## config.mk

```make
export PLATFORM = sky130hd
export DESIGN_NAME = basilisk_result_arbiter_flat
export DESIGN_NICKNAME = d
export VERILOG_FILES = /design/src/rtl/basilisk_result_arbiter_pkg.sv /design/src/rtl/std_stream_intf.sv /design/src/rtl/basilisk_round_robin.sv /design/src/rtl/basilisk_result_arbiter.sv /design/src/flat_wrapper.sv
export SDC_FILE = /design/constraint.sdc
export NUM_CORES = 1
export LEC_CHECK = 0
export BUFFER_PORTS_ARGS = -buffer_cell sky130_fd_sc_hd__buf_2
export CORE_MARGIN = 3
export CORE_UTILIZATION = 45
export DETAILED_ROUTE_END_ITERATION = 7
export GPL_TIMING_DRIVEN = 1
export PLACE_DENSITY = 0.86
export SKIP_LAST_GASP = 1
export SLEW_MARGIN = 15
export SYNTH_ARGS = -nofsm -noshare
export SYNTH_HDL_FRONTEND = slang
export SYNTH_SLANG_ARGS = --single-unit
```

## constraint.sdc

```tcl
create_clock -name clk -period 6.4 [get_ports clk]
set_input_delay 0.64 -clock clk [delete_from_list [all_inputs] [get_ports clk]]
set_output_delay 0.64 -clock clk [all_outputs]
set_load 0.01 [all_outputs]
```

## src/rtl/basilisk_result_arbiter_pkg.sv

```systemverilog
// basilisk_result_arbiter_pkg: result source enum, writeback payload type and request helpers
package basilisk_result_arbiter_pkg;
  localparam int BASILISK_RESULT_SOURCES = 4;
  typedef enum logic [1:0] {MULT = 2'd0, ADD = 2'd1, SQRT = 2'd2, DIVIDE = 2'd3} basilisk_result_source_t;
  typedef struct packed {
    logic [4:0]  dest_reg_addr;
    logic [31:0] result;
  } basilisk_result_t;
  function automatic logic multi_req(input logic [BASILISK_RESULT_SOURCES-1:0] req);
    return (req & (req - 1'b1)) != '0;
  endfunction
endpackage

```

## src/rtl/std_stream_intf.sv

```systemverilog
// std_stream_intf: valid/ready stream of basilisk_result_t; master drives valid/data, slave drives ready
interface std_stream_intf;
  import basilisk_result_arbiter_pkg::*;
  logic valid;
  logic ready;
  basilisk_result_t data;
  modport master(output valid, data, input ready);
  modport slave(input valid, data, output ready);
endinterface

```

## src/rtl/basilisk_round_robin.sv

```systemverilog
// basilisk_round_robin: combinational pick of the first request at or above ptr (mod 4); req/ptr in, one-hot grant/idx out
module basilisk_round_robin
  import basilisk_result_arbiter_pkg::*;
(
  input  logic [BASILISK_RESULT_SOURCES-1:0] req,
  input  logic [1:0]                         ptr,
  output logic [BASILISK_RESULT_SOURCES-1:0] grant,
  output logic [1:0]                         idx
);
  always_comb begin
    grant = '0;
    idx = ptr;
    for (int i = BASILISK_RESULT_SOURCES - 1; i >= 0; i--) if (req[ptr + 2'(i)]) idx = ptr + 2'(i);
    grant[idx] = |req;
  end
endmodule

```

## src/rtl/basilisk_result_arbiter.sv

```systemverilog
// basilisk_result_arbiter: round-robin merge of mult/add/sqrt/divide result streams into one writeback stream; clk, async rst, four slave inputs, master writeback, writeback_source, collision
module basilisk_result_arbiter
  import basilisk_result_arbiter_pkg::*;
#(
  parameter int OUTPUT_REGISTER_MODE = 1
) (
  input  logic                    clk,
  input  logic                    rst,
  std_stream_intf.slave           mult_result_command,
  std_stream_intf.slave           add_result_command,
  std_stream_intf.slave           sqrt_result_command,
  std_stream_intf.slave           divide_result_command,
  std_stream_intf.master          writeback_command,
  output basilisk_result_source_t writeback_source,
  output logic                    collision
);
  logic [BASILISK_RESULT_SOURCES-1:0] req, grant, sel_grant, ready;
  logic [1:0] ptr, rr_idx, sel_idx;
  logic load, fire;
  basilisk_result_t pay [BASILISK_RESULT_SOURCES];
  assign req = {divide_result_command.valid, sqrt_result_command.valid, add_result_command.valid, mult_result_command.valid};
  assign pay[0] = mult_result_command.data;
  assign pay[1] = add_result_command.data;
  assign pay[2] = sqrt_result_command.data;
  assign pay[3] = divide_result_command.data;
  basilisk_round_robin u_rr (.req(req), .ptr(ptr), .grant(grant), .idx(rr_idx));
  assign fire = |req & load & ~rst;
  assign ready = sel_grant & {BASILISK_RESULT_SOURCES{load & ~rst}};
  assign mult_result_command.ready = ready[0];
  assign add_result_command.ready = ready[1];
  assign sqrt_result_command.ready = ready[2];
  assign divide_result_command.ready = ready[3];
  always_ff @(posedge clk or posedge rst)
    if (rst) begin
      ptr <= '0;
      collision <= 1'b0;
    end else begin
      collision <= fire & multi_req(req);
      if (fire) ptr <= sel_idx + 2'd1;
    end
  if (OUTPUT_REGISTER_MODE != 0) begin : g_reg
    logic valid_q;
    basilisk_result_t data_q;
    basilisk_result_source_t src_q;
    assign sel_idx = rr_idx;
    assign sel_grant = grant;
    assign load = ~valid_q | writeback_command.ready;
    assign writeback_command.valid = valid_q;
    assign writeback_command.data = data_q;
    assign writeback_source = src_q;
    always_ff @(posedge clk or posedge rst)
      if (rst) begin
        valid_q <= 1'b0;
        data_q <= '0;
        src_q <= MULT;
      end else if (load) begin
        valid_q <= |req;
        if (|req) begin
          data_q <= pay[rr_idx];
          src_q <= basilisk_result_source_t'(rr_idx);
        end
      end
  end else begin : g_comb
    // Once a stalled payload is presented, the grant is frozen so a later higher-priority arrival cannot swap it.
    logic lock;
    logic [1:0] lock_idx;
    assign sel_idx = lock ? lock_idx : rr_idx;
    assign sel_grant = lock ? 4'(1) << lock_idx : grant;
    assign load = writeback_command.ready;
    assign writeback_command.valid = |req & ~rst;
    assign writeback_command.data = pay[sel_idx];
    assign writeback_source = rst ? MULT : basilisk_result_source_t'(sel_idx);
    always_ff @(posedge clk or posedge rst)
      if (rst) begin
        lock <= 1'b0;
        lock_idx <= '0;
      end else begin
        lock <= writeback_command.valid & ~load;
        lock_idx <= sel_idx;
      end
  end
endmodule

```

## src/flat_wrapper.sv

```systemverilog
// flat-port wrapper written by rule: the top's interface ports become plain ports
module basilisk_result_arbiter_flat import basilisk_result_arbiter_pkg::*;
#(
  parameter int OUTPUT_REGISTER_MODE = 1
)
  (clk, rst, writeback_source, collision, mult_result_command_valid, mult_result_command_data, mult_result_command_ready, add_result_command_valid, add_result_command_data, add_result_command_ready, sqrt_result_command_valid, sqrt_result_command_data, sqrt_result_command_ready, divide_result_command_valid, divide_result_command_data, divide_result_command_ready, writeback_command_valid, writeback_command_data, writeback_command_ready);
  std_stream_intf mult_result_command_i ();
  std_stream_intf add_result_command_i ();
  std_stream_intf sqrt_result_command_i ();
  std_stream_intf divide_result_command_i ();
  std_stream_intf writeback_command_i ();
  input  logic clk;
  input  logic rst;
  output basilisk_result_source_t writeback_source;
  output logic collision;
  input wire logic [$bits(mult_result_command_i.valid)-1:0] mult_result_command_valid;
  input wire logic [$bits(mult_result_command_i.data)-1:0] mult_result_command_data;
  output wire logic [$bits(mult_result_command_i.ready)-1:0] mult_result_command_ready;
  input wire logic [$bits(add_result_command_i.valid)-1:0] add_result_command_valid;
  input wire logic [$bits(add_result_command_i.data)-1:0] add_result_command_data;
  output wire logic [$bits(add_result_command_i.ready)-1:0] add_result_command_ready;
  input wire logic [$bits(sqrt_result_command_i.valid)-1:0] sqrt_result_command_valid;
  input wire logic [$bits(sqrt_result_command_i.data)-1:0] sqrt_result_command_data;
  output wire logic [$bits(sqrt_result_command_i.ready)-1:0] sqrt_result_command_ready;
  input wire logic [$bits(divide_result_command_i.valid)-1:0] divide_result_command_valid;
  input wire logic [$bits(divide_result_command_i.data)-1:0] divide_result_command_data;
  output wire logic [$bits(divide_result_command_i.ready)-1:0] divide_result_command_ready;
  output wire logic [$bits(writeback_command_i.valid)-1:0] writeback_command_valid;
  output wire logic [$bits(writeback_command_i.data)-1:0] writeback_command_data;
  input wire logic [$bits(writeback_command_i.ready)-1:0] writeback_command_ready;
  assign mult_result_command_i.valid = mult_result_command_valid;
  assign mult_result_command_i.data = mult_result_command_data;
  assign mult_result_command_ready = mult_result_command_i.ready;
  assign add_result_command_i.valid = add_result_command_valid;
  assign add_result_command_i.data = add_result_command_data;
  assign add_result_command_ready = add_result_command_i.ready;
  assign sqrt_result_command_i.valid = sqrt_result_command_valid;
  assign sqrt_result_command_i.data = sqrt_result_command_data;
  assign sqrt_result_command_ready = sqrt_result_command_i.ready;
  assign divide_result_command_i.valid = divide_result_command_valid;
  assign divide_result_command_i.data = divide_result_command_data;
  assign divide_result_command_ready = divide_result_command_i.ready;
  assign writeback_command_valid = writeback_command_i.valid;
  assign writeback_command_data = writeback_command_i.data;
  assign writeback_command_i.ready = writeback_command_ready;
  basilisk_result_arbiter #(.OUTPUT_REGISTER_MODE(OUTPUT_REGISTER_MODE)) u_core (.clk(clk), .rst(rst), .mult_result_command(mult_result_command_i), .add_result_command(add_result_command_i), .sqrt_result_command(sqrt_result_command_i), .divide_result_command(divide_result_command_i), .writeback_command(writeback_command_i), .writeback_source(writeback_source), .collision(collision));
endmodule
```

==> results.py, run 1 <==
metrics = {
    "drt": {
        "route.met3.wl_um": 914,
        "num_vias": 3309,
        "drtIter0Drc": 200,
        "wire_per_inst_um": 17.7,
        "route.detailed.drc": 0,
        "drt.antenna.violating_nets": 0,
        "detail_route.vias_per_cell": 5.95,
        "routed-wl-met2_um": 5110,
        "dr.max_layer_used": "met4",
        "routedLengthMet1_um": 3640,
        "detail_route.wirelength_um": 9870,
        "detailedRoute.firstPassIterationCount": 5,
    },
    "timing": {
        "final_hold_viol_count": 0,
        "tightestPinTransition_ps": 1030,
        "worst_slew_margin_rel": 0.309,
        "final.period_utilization": 0.622,
        "rsz0062_at_grt": "false",
        "worst_clock_skew_ps": 7.02,
        "timing_max_transition_violations_final": 0,
        "worst_hold_slack_ps": 510,
        "final_report_setup_violation_count": 0,
        "finalWorstSetupSlack_ps": 2420,
        "finalWorstPathRequiredPeriod_ps": 3980,
        "max_freq_mhz": 251,
        "setup-tns-final_ps": 0,
    },
    "die": {
        "die_h_um": 86.2,
        "design.die.area_um2": 7430,
        "initial_utilization": 0.477,
        "core.rowCount": 28,
        "pin_count": 200,
        "core_um2": 6060,
        "dieWidth_um": 86.2,
    },
    "clock_network": {
        "tritoncts_num_sinks": 43,
        "clkTransAtPathRegs_ps": 70,
        "cts_max_path_buffers": 2,
        "post_cts_resize_count": 0,
        "worst_skew_pair.late_latency_ps": 280,
        "h-tree-depth": 2,
        "cts_setup_buffers": 0,
        "number_of_hold_buffers_added_after_cts": 0,
        "tritoncts.num_buffers": 5,
        "cts_tree": "yes",
        "root_cell_of_the_clock_tree": "sky130_fd_sc_hd__clkbuf_8",
    },
    "placed_design": {
        "placed_area_um2": 3850,
        "hpwl_um": 7000,
        "numPortBuffers": 199,
        "dpl_worst_slack_ps": 2430,
        "gpl.final_weighted_congestion": 0.853,
    },
    "global_routing": {
        "grt_overflow_total": 0,
        "grt_pass1_vias": 3265,
        "grt_pass1_wl_um": 15000,
        "grt_antenna_before_repair": 0,
        "grt_max_degree": 46,
        "gr-usage-all-layers": 0.253,
    },
    "layout": {
        "drive_gt1_frac": 0.524,
        "postLayoutCellArea_um2": 3930,
        "final.fill_count": 521,
        "num_antenna_cells": 0,
        "final_common_cell": "sky130_fd_sc_hd__buf_2",
        "postLayoutCoreUtil": 0.648,
        "syn_to_final_growth_pct": 35.9,
        "finish.net_count": 635,
        "layout.cells.most_common_list": "sky130_fd_sc_hd__buf_2, sky130_fd_sc_hd__dfrtp_1, sky130_fd_sc_hd__o21ai_0",
    },
    "synthesis": {
        "number_of_enable_type_register_cells_in_the_synthesized_netlist": 0,
        "synth_fp_nets": 454,
        "synth.cell_area_um2": 2890,
        "syn_avg_cell_area_um2": 9.67,
        "synth_seq_area_share": 0.372,
        "ys_warnings": 0,
        "synthFlopType": "sky130_fd_sc_hd__dfrtp_1",
        "async_reset_ff_frac": 1.00,
        "ys_types": 38,
        "post_synth_inst_count": 299,
        "yosys_register_bits": 43,
    },
    "job": {
        "max_cap_viol_count": 0,
    },
    "power_and_ir_drop": {
        "power_leakage_nw": 1.93,
        "worst_ir_drop_vdd_v": 0.000172,
        "power.density_cell_area_nw_per_um2": 344,
    },
    "run_status": {
        "status": "complete, no violations",
    },
    "min_path": {
        "hold_path.class": "reg -> reg",
    },
    "critical_path": {
        "crit_path_end_kind": "output pin",
        "critical_path.max_fanout": 41,
        "endpoint_required_time_on_the_critical_path_ps": 5760,
        "start_kind": "primary input",
        "criticalPathCategory": "in -> out",
        "worstPathArrival_ps": 3340,
    },
}
==> worst max-delay path: stages <==
cell and delay (ps):
sky130_fd_sc_hd__buf_2 150, sky130_fd_sc_hd__nor2b_1 190, sky130_fd_sc_hd__o21ai_4 800, sky130_fd_sc_hd__nand2_2 840, sky130_fd_sc_hd__nor4_1 500, sky130_fd_sc_hd__buf_2 200
==> metal layers <==
layer,vias up,GRT usage
li1,1518,-
met1,1549,0.295
met2,219,0.472
met3,23,0.0342
met4,0,0.0892
met5,-,0
==> synth_stat cells, types with 4 or more instances <==
| master | n | area, um2 |
|---|---|---|
| sky130_fd_sc_hd__dfrtp_1 | 43 | 1080 |
| sky130_fd_sc_hd__a221o_1 | 36 | 360 |
| sky130_fd_sc_hd__o21ai_0 | 38 | 190 |
| sky130_fd_sc_hd__nor2_1 | 7 | 26.3 |
| sky130_fd_sc_hd__nand2_1 | 4 | 15.0 |
| sky130_fd_sc_hd__mux2_1 | 5 | 56.3 |
| sky130_fd_sc_hd__buf_6 | 7 | 78.8 |
| sky130_fd_sc_hd__mux2_2 | 31 | 349 |
| sky130_fd_sc_hd__nand3_1 | 36 | 180 |
| sky130_fd_sc_hd__clkbuf_1 | 16 | 60.1 |
| sky130_fd_sc_hd__buf_4 | 4 | 30.0 |
| sky130_fd_sc_hd__a21oi_1 | 37 | 185 |
==> report_power, final <==
| group | total, mW | internal (mW) | switching [mW] |
|---|---|---|---|
| clock network | 0.162 | 0.0766 | 0.0854 |
| logic | 0.725 | 0.331 | 0.394 |
| registers | 0.464 | 0.388 | 0.0757 |
==> cells by family (layout without fill, tap and decap cells) <==
| logic type | count (synthesis) | in the layout | synth area share |
|---|---|---|---|
| AOI/OAI and AO/OA | 120 | 120 | 0.285 |
| xor gates and xnor gates | 1 | 1 | 0.00303 |
| adders and majority gates | 1 | 1 | 0.00346 |
| buffers and inverters | 32 | 214 | 0.0657 |
| DFF | 43 | 43 | 0.372 |
| muxes | 37 | 37 | 0.144 |
| and+or+nand+nor | 65 | 65 | 0.127 |
==> per-stage QoR <==
stage | total power, mW | instances
floorplan | 0.941 | 299
global placement | 1.17 | 548
detailed placement | 1.19 | 548
CTS | 1.36 | 556
global route | 1.45 | 556
finish | 1.35 | 556
==> final cells by class <==
type / instances / area [um2] / share of cell area
clock buffers: 7 / 76.3 / 0.0194
clock inverters: 1 / 5.00 / 0.00127
inverters: 2 / 7.51 / 0.00191
multi-input cells: 224 / 1640 / 0.417
flip-flops and latches: 43 / 1080 / 0.274
well taps: 75 / 93.8 / 0.0239
repair buffers: 204 / 1030 / 0.263
==> flip-flops by register name (all words and copies together), names as in the netlist <==
| register | flops |
|---|---|
| u_core.collision | 1 |
| u_core.writeback_command.data | 37 |
| u_core.ptr | 2 |
| u_core.writeback_source | 2 |
| u_core.writeback_command.valid | 1 |
==> final timing paths <==
path | slack, ps | to | from | cells past startpoint
hold reg to reg | 510 | u_core.writeback_command.data[10] | u_core.writeback_command.data[10] | 1
min in group asynchronous | 570 | u_core.writeback_command.data[22] | rst | 2
setup / recovery | 2420 | mult_result_command_ready | sqrt_result_command_valid | 6
hold / removal | 510 | u_core.writeback_command.data[10] | u_core.writeback_command.data[10] | 1
setup reg to reg | 3160 | u_core.writeback_command.data[20] | u_core.ptr[0] | 5
max in group asynchronous | 5270 | u_core.ptr[1] | rst | 2
(Power assumes the default switching activity.)
==> run 2: changes to the inputs <==
--- a/config.mk
+++ b/config.mk
@@ -7,10 +7,10 @@
 export LEC_CHECK = 0
 export BUFFER_PORTS_ARGS = -buffer_cell sky130_fd_sc_hd__buf_2
 export CORE_MARGIN = 3
-export CORE_UTILIZATION = 45
+export CORE_UTILIZATION = 42
 export DETAILED_ROUTE_END_ITERATION = 7
 export GPL_TIMING_DRIVEN = 1
-export PLACE_DENSITY = 0.86
+export PLACE_DENSITY = 0.81
 export SKIP_LAST_GASP = 1
 export SLEW_MARGIN = 15
 export SYNTH_ARGS = -nofsm -noshare
==> constraint.sdc (replaced) <==
create_clock -name clk -period 4.2 [get_ports clk]
set_input_delay 0.42 -clock clk [delete_from_list [all_inputs] [get_ports clk]]
set_output_delay 0.42 -clock clk [all_outputs]
set_load 0.01 [all_outputs]
==> run 2 against run 1 <==
Against the previous run: power increased by 55%; non-clock buffer count increased by 1; sequential share of layout area decreased by 0.20 points; die area increased by 6.6%; design area increased by 0.73%; clock skew increased by 1.3 ps; clock-buffer cell count increased by 1; wire length decreased by 1.3%; largest power group unchanged.
==> results.py, run 2 (synthesis gave the netlist of run 1 again) <==
metrics = {
    "run_status": {
        "status": "complete, no violations",
    },
    "critical_path": {
        "crit_buf_inv": 2,
        "critical_path.max_fanout": 38,
        "worstPathCellList": "nor2b_1 > o21ai_4 > nand2_2 > buf_4 > nor4_1 > buf_2",
        "setup.reg_to_reg.worst_slack_ps": 1190,
        "critical_path.top_delay_family": "compound AO/OA/AOI/OAI gates",
        "endpoint_required_time_on_the_critical_path_ps": 3780,
        "timing.critical_path.slowest_cell_delay_ps": 790,
        "worstPathArrival_ps": 2790,
        "crit_path_end_kind": "output pin",
        "criticalPathCategory": "reg -> out",
        "start_kind": "register",
        "worst_path_max_delay_cell": "sky130_fd_sc_hd__o21ai_4",
    },
    "clock_network": {
        "number_of_hold_buffers_added_after_cts": 0,
        "root_cell_of_the_clock_tree": "sky130_fd_sc_hd__clkbuf_8",
        "post_cts_resize_count": 0,
        "h-tree-depth": 2,
        "clkTransAtPathRegs_ps": 80,
        "tritoncts_num_sinks": 43,
        "cts_tree": "yes",
        "cts_setup_buffers": 0,
        "worst_skew_pair.late_latency_ps": 290,
        "tritoncts.num_buffers": 5,
        "cts_max_path_buffers": 2,
    },
    "die": {
        "pin_count": 200,
        "design.die.area_um2": 7920,
        "die_h_um": 89.0,
        "core.rowCount": 29,
        "dieWidth_um": 89.0,
        "core_um2": 6490,
        "initial_utilization": 0.445,
    },
    "drt": {
        "route.detailed.drc": 0,
        "num_vias": 3269,
        "wire_per_inst_um": 17.4,
        "drt.antenna.violating_nets": 0,
        "detail_route.wirelength_um": 9740,
        "drtIter0Drc": 179,
        "detailedRoute.firstPassIterationCount": 5,
        "detail_route.vias_per_cell": 5.85,
    },
    "timing": {
        "finalWorstSetupSlack_ps": 993,
        "worst_clock_skew_ps": 8.28,
        "tightestPinTransition_ps": 1010,
        "final.period_utilization": 0.764,
        "timing_max_transition_violations_final": 0,
        "rsz0062_at_grt": "false",
        "final_hold_viol_count": 0,
        "final_report_setup_violation_count": 0,
        "worst_slew_margin_rel": 0.321,
        "finalWorstPathRequiredPeriod_ps": 3210,
        "max_freq_mhz": 312,
        "setup-tns-final_ps": 0,
    },
    "layout": {
        "postLayoutCellArea_um2": 3960,
        "largest_reg_flops": 37,
        "layout.cells.most_common_list": "sky130_fd_sc_hd__buf_2, sky130_fd_sc_hd__dfrtp_1, sky130_fd_sc_hd__o21ai_0",
        "final_common_cell": "sky130_fd_sc_hd__buf_2",
        "syn_to_final_growth_pct": 36.9,
        "finish.net_count": 636,
        "drive_gt1_frac": 0.527,
        "num_antenna_cells": 0,
        "postLayoutCoreUtil": 0.610,
    },
    "job": {
        "max_cap_viol_count": 0,
    },
    "power_and_ir_drop": {
        "power.density_cell_area_nw_per_um2": 528,
        "power_leakage_nw": 1.94,
        "worst_ir_drop_vdd_v": 0.000305,
    },
    "placed_design": {
        "hpwl_um": 7030,
        "numPortBuffers": 199,
        "dpl_worst_slack_ps": 1040,
        "gpl.final_weighted_congestion": 0.865,
        "placed_area_um2": 3860,
    },
    "global_routing": {
        "gr-usage-all-layers": 0.224,
        "grt_pass1_wl_um": 14000,
        "grt_overflow_total": 0,
        "grt_max_degree": 45,
        "grt_pass1_vias": 3084,
        "grt_antenna_before_repair": 0,
    },
    "min_path": {
        "hold_path.class": "in -> async",
    },
}
[run 2: cell types whose count changed in the layout (fill, tap and decap cells not counted), sizes merged]
cell and change:
clkbuf +1, clkinv -1, buf +1
[run 2: worst paths after layout]
path,cells after the start,startpoint,end
max in group asynchronous,2,rst,u_core.writeback_command.data[1]
max,6,u_core.ptr[0],mult_result_command_ready
max reg2reg,6,u_core.ptr[1],u_core.writeback_command.data[33]
min reg2reg,2,u_core.writeback_source[0],u_core.writeback_source[0]
min in group clk,2,sqrt_result_command_valid,u_core.writeback_command.valid
min,2,rst,u_core.writeback_command.data[25]
[run 2: final cells by class]
class | instances | area (um2)
flip-flops and latches | 43 | 1080
well taps | 77 | 96.3
repair buffers | 205 | 1040
clock buffers | 8 | 100
fillers | 575 | 2540
multi-input cells | 224 | 1640
inverters | 2 | 7.51
[run 2: per-stage QoR]
stage	total power, mW	instances	hold slack (ps)
after floorplan	1.43	299	515
after global placement	1.77	551	457
after detailed placement	1.80	551	494
after CTS	2.10	559	390
after global routing	2.24	559	432
final	2.09	559	357
[run 2: worst reg2reg max path, stage by stage, from the launching register on]
cell and delay (ps):
sky130_fd_sc_hd__dfrtp_1 480, sky130_fd_sc_hd__and3b_1 270, sky130_fd_sc_hd__or4_4 660, sky130_fd_sc_hd__nand2_2 310, sky130_fd_sc_hd__buf_4 440, sky130_fd_sc_hd__mux2_2 400
sky130_fd_sc_hd__a221o_1 330
[run 2: power breakdown]
group	leakage [nW]	switching, mW	internal [mW]
sequential	0.524	0.119	0.591
combinational	1.37	0.587	0.504
clock	0.0515	0.139	0.150
[run 2: metal layers]
layer  part of all wire  wire [um]  track usage
met1               0.38       3710        0.252
met2               0.50       4890        0.422
met3               0.10        991       0.0507
met4              0.014        139       0.0609
met5                  0          0            0
